[src/rtl/keypad_debounce_if.sv]
// Keypad bundle: raw push-buttons toward the debouncer, qualified key outputs back.
// slave is the debouncer side; master is the consumer/driver side.
interface keypad_debounce_if;
  logic [19:0] pb;
  logic        key_valid;
  logic [4:0]  key_code;
  logic [19:0] key_bits;
  logic        key_held;
  logic        multi_key;

  modport master (
    output pb,
    input  key_valid, key_code, key_bits, key_held, multi_key
  );

  modport slave (
    input  pb,
    output key_valid, key_code, key_bits, key_held, multi_key
  );
endinterface

[src/rtl/keypad_debounce.sv]
// Keypad debouncer: synchronizes pb into hz100, qualifies press/release, strobes key_valid.
// Optional digit auto-repeat is enabled by defining KEYPAD_REPEAT_EN.
module keypad_debounce #(
  parameter int unsigned DEBOUNCE_CYCLES = 4,
  parameter int unsigned REPEAT_DELAY    = 50,
  parameter int unsigned REPEAT_RATE     = 10
) (
  input logic              hz100,
  input logic              reset,
  keypad_debounce_if.slave kp
);

  typedef enum logic [1:0] {StIdle, StPressWait, StHeld, StReleaseWait} state_e;

  localparam logic [7:0] CntLast = 8'(DEBOUNCE_CYCLES - 1);

  state_e      state_q, state_d;
  logic [19:0] s1_q, s2_q;
  logic [19:0] cand_q, cand_d;
  logic [19:0] bits_q, bits_d;
  logic [7:0]  cnt_q, cnt_d;
  logic [4:0]  code_q, code_d;
  logic        valid_q, valid_d;
  logic        held_q, held_d;
  logic        s2_zero;

  assign s2_zero = (s2_q == '0);

  // Highest set index wins.
  function automatic logic [4:0] enc(input logic [19:0] v);
    enc = '0;
    for (int i = 0; i < 20; i++) begin
      if (v[i]) enc = 5'(i);
    end
  endfunction

`ifdef KEYPAD_REPEAT_EN
  logic [15:0] rpt_q, rpt_d;
  logic        first_q, first_d;
  logic        rpt_fire;

  // first_q selects the initial delay; later repeats use the rate.
  assign rpt_fire = (state_q == StHeld) && !s2_zero && (code_q <= 5'd9) &&
                    (rpt_q == (first_q ? 16'(REPEAT_DELAY - 1) : 16'(REPEAT_RATE - 1)));
`else
  logic unused_rpt_params;
  assign unused_rpt_params = ^{REPEAT_DELAY, REPEAT_RATE};
`endif

  always_ff @(posedge hz100) begin
    if (reset) state_q <= StIdle;
    else       state_q <= state_d;
  end

  always_comb begin
    state_d = state_q;
    unique case (state_q)
      StIdle:        if (!s2_zero) state_d = StPressWait;
      StPressWait: begin
        if (s2_zero)                                 state_d = StIdle;
        else if (s2_q == cand_q && cnt_q == CntLast) state_d = StHeld;
      end
      StHeld:        if (s2_zero) state_d = StReleaseWait;
      StReleaseWait: begin
        if (!s2_zero)             state_d = StHeld;
        else if (cnt_q == CntLast) state_d = StIdle;
      end
      default:       state_d = StIdle;
    endcase
  end

  always_comb begin
    cand_d  = cand_q;
    cnt_d   = cnt_q;
    bits_d  = bits_q;
    code_d  = code_q;
    held_d  = held_q;
    valid_d = 1'b0;
`ifdef KEYPAD_REPEAT_EN
    rpt_d   = rpt_q;
    first_d = first_q;
`endif
    unique case (state_q)
      StIdle: begin
        if (!s2_zero) begin
          cand_d = s2_q;
          cnt_d  = 8'd1;
        end
      end
      StPressWait: begin
        if (!s2_zero) begin
          if (s2_q != cand_q) begin
            cand_d = s2_q;
            cnt_d  = 8'd1;
          end else if (cnt_q == CntLast) begin
            bits_d  = cand_q;
            code_d  = enc(cand_q);
            held_d  = 1'b1;
            valid_d = 1'b1;
`ifdef KEYPAD_REPEAT_EN
            rpt_d   = '0;
            first_d = 1'b1;
`endif
          end else begin
            cnt_d = cnt_q + 8'd1;
          end
        end
      end
      StHeld: begin
        if (s2_zero) begin
          cnt_d = 8'd1;
`ifdef KEYPAD_REPEAT_EN
          rpt_d   = '0;
          first_d = 1'b1;
`endif
        end
`ifdef KEYPAD_REPEAT_EN
        else if (rpt_fire) begin
          valid_d = 1'b1;
          rpt_d   = '0;
          first_d = 1'b0;
        end else begin
          rpt_d = rpt_q + 16'd1;
        end
`endif
      end
      StReleaseWait: begin
        if (!s2_zero) begin
          cnt_d = '0;
        end else if (cnt_q == CntLast) begin
          held_d = 1'b0;
          bits_d = '0;
          code_d = '0;
        end else begin
          cnt_d = cnt_q + 8'd1;
        end
      end
      default: ;
    endcase
  end

  always_ff @(posedge hz100) begin
    if (reset) begin
      s1_q    <= '0;
      s2_q    <= '0;
      cand_q  <= '0;
      cnt_q   <= '0;
      bits_q  <= '0;
      code_q  <= '0;
      held_q  <= 1'b0;
      valid_q <= 1'b0;
`ifdef KEYPAD_REPEAT_EN
      rpt_q   <= '0;
      first_q <= 1'b1;
`endif
    end else begin
      s1_q    <= kp.pb;
      s2_q    <= s1_q;
      cand_q  <= cand_d;
      cnt_q   <= cnt_d;
      bits_q  <= bits_d;
      code_q  <= code_d;
      held_q  <= held_d;
      valid_q <= valid_d;
`ifdef KEYPAD_REPEAT_EN
      rpt_q   <= rpt_d;
      first_q <= first_d;
`endif
    end
  end

  // Clearing the lowest set bit leaves a nonzero value only when two or more bits are set.
  always_comb begin
    kp.key_valid = valid_q;
    kp.key_code  = code_q;
    kp.key_bits  = bits_q;
    kp.key_held  = held_q;
    kp.multi_key = held_q && ((bits_q & (bits_q - 20'd1)) != '0);
  end

endmodule
[src/flat_wrapper.sv]
// flat-port wrapper written by rule: the top's interface ports become plain ports
module keypad_debounce_flat 
#(
  parameter int unsigned DEBOUNCE_CYCLES = 4,
  parameter int unsigned REPEAT_DELAY    = 50,
  parameter int unsigned REPEAT_RATE     = 10
)
  (hz100, reset, kp_pb, kp_key_valid, kp_key_code, kp_key_bits, kp_key_held, kp_multi_key);
  keypad_debounce_if kp_i ();
  input logic hz100;
  input logic reset;
  input wire logic [$bits(kp_i.pb)-1:0] kp_pb;
  output wire logic [$bits(kp_i.key_valid)-1:0] kp_key_valid;
  output wire logic [$bits(kp_i.key_code)-1:0] kp_key_code;
  output wire logic [$bits(kp_i.key_bits)-1:0] kp_key_bits;
  output wire logic [$bits(kp_i.key_held)-1:0] kp_key_held;
  output wire logic [$bits(kp_i.multi_key)-1:0] kp_multi_key;
  assign kp_i.pb = kp_pb;
  assign kp_key_valid = kp_i.key_valid;
  assign kp_key_code = kp_i.key_code;
  assign kp_key_bits = kp_i.key_bits;
  assign kp_key_held = kp_i.key_held;
  assign kp_multi_key = kp_i.multi_key;
  keypad_debounce #(.DEBOUNCE_CYCLES(DEBOUNCE_CYCLES), .REPEAT_DELAY(REPEAT_DELAY), .REPEAT_RATE(REPEAT_RATE)) u_core (.hz100(hz100), .reset(reset), .kp(kp_i));
endmodule
[config.mk]
export PLATFORM = sky130hd
export DESIGN_NAME = keypad_debounce_flat
export DESIGN_NICKNAME = d
export VERILOG_FILES = /design/src/rtl/keypad_debounce_if.sv /design/src/rtl/keypad_debounce.sv /design/src/flat_wrapper.sv
export SDC_FILE = /design/constraint.sdc
export NUM_CORES = 1
export LEC_CHECK = 0
export CAP_MARGIN = 10
export CORE_MARGIN = 2
export CORE_UTILIZATION = 45
export DETAILED_ROUTE_END_ITERATION = 8
export PLACE_DENSITY = 0.81
export REMOVE_ABC_BUFFERS = 1
export SLEW_MARGIN = 20
export SYNTH_ARGS = -nofsm -noshare
export SYNTH_HDL_FRONTEND = slang
export SYNTH_SLANG_ARGS = --single-unit
[constraint.sdc]
create_clock -name hz100 -period 2.1 [get_ports hz100]
set_input_delay 0.315 -clock hz100 [delete_from_list [all_inputs] [get_ports hz100]]
set_output_delay 0.315 -clock hz100 [all_outputs]
set_load 0.02 [all_outputs]
After elaboration in Yosys (flattened, before gate mapping)

Cells that the tools add are included.

Input port bits: 22
Word-level logic and storage cells: 97
Register bits: 97

Reductions and logical operators: 12
Equal/unequal tests: 16
Add/sub/neg operators: 2
Multiplexer cells: 56
Bitwise gates (word level): 2

Operators by type and width:

| kind                    | number |
|---|---|
| $mux W20                | 8 |
| $pmux W20 S2            | 2 |
| $mux W8                 | 6 |
| $mux W5                 | 9 |
| $mux W4                 | 8 |
| $pmux W8 S4             | 1 |
| $and A20 B20 Y20        | 1 |
| $eq A20 B20 Y1          | 1 |
| $logic_not A20 Y1       | 1 |
| $ne A20 B20 Y1          | 1 |
| $reduce_bool A20 Y1     | 1 |
| $sub A20 B1 Y20 const B | 1 |
| $mux W2                 | 8 |
| $mux W3                 | 4 |
| $ne A2 B1 Y1 const B    | 5 |
| $pmux W5 S2             | 1 |
| $add A8 B1 Y8 const B   | 1 |
| $eq A8 B2 Y1 const B    | 1 |
| $pmux W2 S4             | 1 |
| $reduce_and A4 Y1       | 2 |
| $mux W1                 | 7 |
| $ne A2 B2 Y1 const B    | 3 |
| $reduce_and A6 Y1       | 1 |
| $eq A2 B2 Y1 const B    | 2 |
| other kinds (10)        | 12 |

Logic depth before layout (Yosys ltp)

Gate-level depths: netlist of the first run.

Depth in word-level cells: 23
Mapped depth: 8
Depth with buffers taken out: 7

Least setup slack after synthesis of the first run

Ideal clock, no wire load.

Path kind: reg2out
From: register u_core.bits_q[1] (netlist: u_core.kp.key_bits[1])
To: output kp_multi_key
Buffers on the path: 0
Setup slack: -0.299 ns
Arrival time: 2.084 ns
Cell stages (with the launch flop): 7
Cells stage by stage: dfxtp_1 -> or4_1 -> or2_1 -> maj3_1 -> nor3_1 -> o21ai_1 -> o31a_1

Cells in the longest elaborated chain, start to end: 4

Ends and longest elaborated chain:

| what                   | line                   | text |
|---|---|---|
| from (decl)            | keypad_debounce.sv:20  | `logic [19:0] bits_q, bits_d;` |
| from (signal assigned) | keypad_debounce.sv:161 | `bits_q <= bits_d;` |
| $sub A20 B1 Y20        | keypad_debounce.sv:178 | `kp.multi_key = held_q && ((bits_q & (bits_q - 20'd1)) != '0);` |
| $and A20 B20 Y20 *     | keypad_debounce.sv:178 |  |
| $reduce_bool A20 Y1 *  | keypad_debounce.sv:178 |  |
| $logic_and A1 B1 Y1 *  | keypad_debounce.sv:178 |  |
| to (decl)              | flat_wrapper.sv:17     | `output wire logic [$bits(kp_i.multi_key)-1:0] kp_multi_key;` |

Mark *: on every way between the ends. The rest lies on a longest branch, timed or not.

Worst setup path in the final report of the first run

Same ends and word-level chain as after synthesis.

==> results_dict.tcl, run 1 <==
set metrics [dict create \
    hold_class "reg -> reg" \
    start_util 0.460 \
    setup_viol 52 \
    drt-met1-wl_mm 4.34 \
    synth_edf_count 0 \
    maxSlewHeadroom 0.569 \
    antenna_found_initial 0 \
    grt_overflow 0 \
    synth-seq-cells 97 \
    crit_path_start "u_core.kp.key_bits[1]" \
    path_buf_inv 1 \
    wl_met3_um 706 \
    p_leak_uw 0.00247 \
    synth.distinct_cells 57 \
    critPathTopFamily "simple AND/OR/NAND/NOR gates" \
    insertion_delay_ps 360 \
    avgSynthCellArea_um2 9.86 \
    firstDrtPassIters 7 \
    cp.required_ps 1780 \
    core_um2 8680 \
    cp-start-kind "flop" \
    grt_max_degree 33 \
    finalMaxSlewViolations 0 \
    die-area_um2 9650 \
    yosysWarningCount 0 \
    ios 50 \
    violations "setup timing" \
    hold_viol_final 0 \
    rsz0062_at_grt "yes" \
    fin_crit_ps 2710 \
    diodes 0 \
    setup_slack_ps -609 \
    cp.arrival_ps 2390 \
    async_flop_share 0 \
    avgRoutedWirePerCell_um 16.3 \
    hold_slack_ps 440 \
    ant_nets 0 \
    min_period_over_period 1.29 \
    viasPerCell 5.68 \
    netlist_area_um2 4000 \
    cap_violations 0 \
    fmax_ghz 0.369 \
    fin_skew_ps 9.61 \
    die_width_um 98.2 \
    ctsHtreeMaxLevel 3 \
    top_layer_used "met4" \
    grt_use_total 0.197 \
    place_inst 605 \
    synth_area_leader_cell "dfxtp_1" \
    grt_pass1_wl_mm 15.5 \
    worst_pin_slew_ps 646 \
    routed_wirelength_mm 10.3 \
    cts_inserted_buffers 9 \
    drc 0 \
    netlist_top_cells_area "dfxtp_1, nor2b_1, a22o_1" \
    pre_cts_slack_ps -747 \
    num_vias 3604 \
    nets 544 \
    clock_sinks 97 \
    instances_no_fill 634 \
    die_height_um 98.2 \
    ctsLongestPathBuffers 2 \
    dp_hpwl_mm 6.36 \
    layout-drive-gt1-share 0.262 \
    syn_inst 405 \
    cp-end-kind "primary output" \
    grt_pass1_vias 3394 \
    min_from "u_core.s1_q[16]" \
    crit_type "reg -> out" \
    root_buffer "clkbuf_8" \
    r2r-start "u_core.s2_q[16]" \
    routabilityCongestion 0.857 \
    met2RoutedLength_mm 5.04 \
    cp_cell_sequence "or4_4, or2_1, maj3_2, nor3_2, o21ai_1, o31a_1, buf_6" \
    crit_fanout 4 \
    pwr_density_cell_nw_per_um2 643 \
    fp-row-count 34 \
    drt_iter0_markers 352 \
    synthFlopType "dfxtp_1" \
    synth_top_area_frac 0.486 \
    peakVddDrop_v 0.000548 \
    path_clk_slew_ps 100 \
    cts_tree "built" \
    cp_slowest_cell "or4_4" \
    io_buffers 49 \
    critPathMaxStageDelay_ps 570 \
    status "complete, but fails checks" \
    ys_seq_area_frac 0.486 \
    area_growth_pct 39.7 \
]
[metrics by stage]
stage / setup TNS, ps / utilization / power, uW / cell area [um2]
after global placement: -776 / 0.575 / 2300 / 4990
after global routing: -8400 / 0.643 / 3720 / 5580
after CTS: -925 / 0.624 / 3540 / 5420
final: -3700 / 0.643 / 3590 / 5580
after floorplan: -12520 / - / 2150 / 3860
after detailed placement: -878 / 0.575 / 2310 / 4990
[Yosys cell counts (all sizes together), types with 3 or more instances]
master and instances:
nor2 40, a21oi 9, a2111oi 3, a32o 4, buf 10, a22o 24, nand3 10, clkbuf 11
nor4 15, inv 9, o211ai 3, nor2b 40, xor2 21, a211oi 4, dfxtp 97, or3 3
nor3 7, o21ai 14, or4 3, nand2 15, a21o 4, mux2i 20, o31ai 4, or2 5
[state kept, by name (all words and copies together) (netlist names), named ones only]
name / cells
u_core.cand_q: 20
u_core.kp.key_valid: 1
u_core.kp.key_bits: 20
u_core.cnt_q: 8
u_core.s1_q: 20
u_core.kp.key_held: 1
u_core.kp.key_code: 5
u_core.state_q: 1
u_core.s2_q: 20
[final cells by class]
type	instances	area, um2
tap	108	135
fill	642	3100
clock buffer	11	131
clock inverter	5	61.3
timing repair buffer	126	1190
inverter	9	33.8
sequential	97	1960
multi-input combinational	278	2070
[logic make-up (layout without fill, tap and decap cells)]
kind of cell | after synthesis | after routing | share of synthesized area
simple gates | 148 | 148 | 0.203
flops | 97 | 97 | 0.486
compound gates | 85 | 85 | 0.163
buf+inv | 30 | 151 | 0.0413
xor+xnor | 22 | 22 | 0.0482
mux | 20 | 20 | 0.0501
fa+ha+maj | 3 | 3 | 0.00814
[final timing paths]
path              cells past startpoint  slack [ps]               to
hold / removal                        1         440  u_core.s2_q[16]
hold reg to reg                       1         440  u_core.s2_q[16]
setup / recovery                      7        -610     kp_multi_key
setup reg to reg                      7        -190  u_core.cnt_q[1]
[routing by layer]
layer | vias to the layer above | GRT usage
met5 | - | 0
met4 | 0 | 0.0875
met3 | 28 | 0.0387
met2 | 172 | 0.335
met1 | 1719 | 0.243
li1 | 1685 | -
[report_power, final]
| group | total, uW | internal (uW) | leakage, uW | switching (uW) |
|---|---|---|---|---|
| combinational | 442 | 225 | 0.00157 | 217 |
| sequential | 1930 | 1890 | 0.000796 | 39.4 |
| clock | 1220 | 563 | 0.0000987 | 653 |
| total | 3590 | 2680 | 0.00247 | 910 |
[repair_timing]
item	4_1_cts	5_1_grt
endpoints found under the hold margin	0	0
hold buffers	0	0
pin swaps	13	18
gates resized for setup	35	29
gates cloned	3	1
endpoints found under the setup margin	34	56
setup buffers	7	3
[cell usage in the layout, fill, tap and decap left out, types with 3 or more instances in the layout]
cell type,netlist,routed
buf_6,6,7
buf_4,1,64
nor2b_1,40,40
o211ai_1,3,3
a21oi_1,9,7
a32o_1,4,4
nand3_1,10,8
clkdlybuf4s50_1,0,47
dfxtp_1,97,88
clkbuf_8,0,9
o31ai_1,3,3
nor2_1,40,39
or3_1,3,3
a22o_1,24,24
a21o_1,3,3
nor4_2,0,7
nand2_1,14,14
nor4_1,15,7
dfxtp_2,0,8
xor2_1,21,21
inv_6,0,3
nor3_1,6,4
buf_12,0,3
o21ai_0,12,11
mux2i_1,20,20
inv_1,9,9
(Power assumes the default switching activity.)
==> inputs of run 2 (changes only) <==
Settings changed: PLACE_DENSITY 0.81 to 0.65.
==> run 2 against run 1 <==
  * The flow still finishes with violations (setup timing)
  * Power grew 0.19%
  * Setup slack gained 25 ps
  * Sequential power barely moved
  * Cell count fell by 0.16%
  * Clock skew rose by 1.2 ps
  * Routed wire length down 9.4%
  * Combinational power shrank 2%
  * Non-clock buffer count fell by 1
  * Highest routed layer unchanged
==> results_dict.tcl, run 2 (synthesis gave the netlist of run 1 again) <==
set metrics [dict create \
    cp_cell_sequence "or4_4, or2_1, maj3_2, nor3_2, o21ai_1, o31a_1, buf_6" \
    cp.arrival_ps 2370 \
    met2_usage 0.297 \
    final_common_cell "dfxtp_1" \
    grt-busiest-layer "met2" \
    cp-end-kind "primary output" \
    antenna_found_initial 0 \
    cp.required_ps 1780 \
    min_period_over_period 1.28 \
    grt_pass1_wl_mm 15.3 \
    hold_slack_ps 309 \
    critPathMaxStageDelay_ps 550 \
    crit_fanout 3 \
    fin_crit_ps 2680 \
    cp_slowest_cell "or4_4" \
    worst_pin_slew_ps 446 \
    layout-drive-gt1-share 0.276 \
    use_met1 0.282 \
    final_cell_mix "dfxtp_1, buf_4, clkdlybuf4s50_1, nor2_1, nor2b_1" \
    cts_inserted_buffers 9 \
    insertion_delay_ps 360 \
    hold_class "in -> reg" \
    final_util 0.642 \
    dp_hpwl_mm 6.38 \
    grt_pass1_vias 3171 \
    grt_use_total 0.195 \
    diodes 0 \
    cp-start-kind "flop" \
    die_height_um 98.2 \
    peakVddDrop_v 0.000435 \
    area_growth_pct 39.5 \
    finalMaxSlewViolations 0 \
    routed_wirelength_mm 9.36 \
    rsz0062_at_grt "yes" \
    firstDrtPassIters 4 \
    maxSlewHeadroom 0.699 \
    hold_viol_final 0 \
    fp-row-count 34 \
    p_leak_uw 0.00248 \
    ctsLongestPathBuffers 2 \
    start_util 0.460 \
    viasPerCell 5.40 \
    core_um2 8680 \
    ctsHtreeMaxLevel 3 \
    status "complete, but fails checks" \
    num_vias 3416 \
    grt_overflow 0 \
    ant_nets 0 \
    die_width_um 98.2 \
    met3_usage 0.0293 \
    path_clk_slew_ps 100 \
    die-area_um2 9650 \
    min_from "reset" \
    routabilityCongestion 0.858 \
    postPlaceCellArea_um2 5010 \
    avgRoutedWirePerCell_um 14.8 \
    pre_cts_slack_ps -744 \
    clock_sinks 97 \
    pwr_density_cell_nw_per_um2 645 \
    fill_cells 718 \
    r2r-start "u_core.s2_q[15]" \
    root_buffer "clkbuf_8" \
    final_area_um2 5570 \
    fin_skew_ps 10.8 \
    setup_slack_ps -583 \
    nets 543 \
    ios 50 \
    io_buffers 49 \
    fin_tns_setup_ps -779 \
    cts_tree "built" \
    drt_iter0_markers 200 \
    crit_path_start "u_core.kp.key_bits[1]" \
    grt_max_degree 64 \
    setup_viol 8 \
    postCtsHoldBufs 0 \
    violations "setup timing" \
    fmax_ghz 0.373 \
    drc 0 \
    crit_type "reg -> out" \
    cap_violations 0 \
]
## run 2: worst max-delay path, delay by kind of cell, from the launching register on
family	cells	cell delay (ps)
compound gates	2	330
fa+ha+maj	1	300
flops	1	330
simple gates	3	900
buf+inv	1	130
## run 2: final cells by class
type	instances	area, um2	share of cell area
sequential	97	1960	0.352
clock inverter	6	73.8	0.0132
inverter	9	33.8	0.00606
tap	108	135	0.0243
multi-input combinational	278	2080	0.373
timing repair buffer	125	1160	0.209
clock buffer	10	128	0.0229
## run 2: repair_timing
| action | 4_1_cts | 5_1_grt |
|---|---|---|
| endpoints found under the setup margin | 51 | 55 |
| cloned | 2 | 2 |
| gates resized for setup | 28 | 43 |
| pin swaps | 14 | 21 |
| setup buffers | 5 | 4 |
## run 2: metal layers
layer / vias to the layer above / routed length, um
met5: - / 0
met4: 0 / 159
met3: 12 / 479
met2: 111 / 4240
met1: 1599 / 4480
li1: 1694 / -
## run 2: final timing paths
path	to	depth (start not counted)	slack (ps)
setup / recovery	kp_multi_key	7	-580
hold / removal	u_core.cnt_q[2]	2	310
setup reg to reg	u_core.kp.key_bits[1]	10	-30
hold reg to reg	u_core.s2_q[3]	1	440
## run 2: power breakdown
part | total, uW | switching [uW] | internal (uW)
combinational | 432 | 207 | 225
clock | 1230 | 663 | 571
sequential | 1930 | 36.9 | 1890
## run 2: through the flow
step,std cells,total power (uW)
floorplan,384,2150
global placement,606,2320
detailed placement,606,2330
CTS,629,3560
global route,633,3760
finish,633,3600
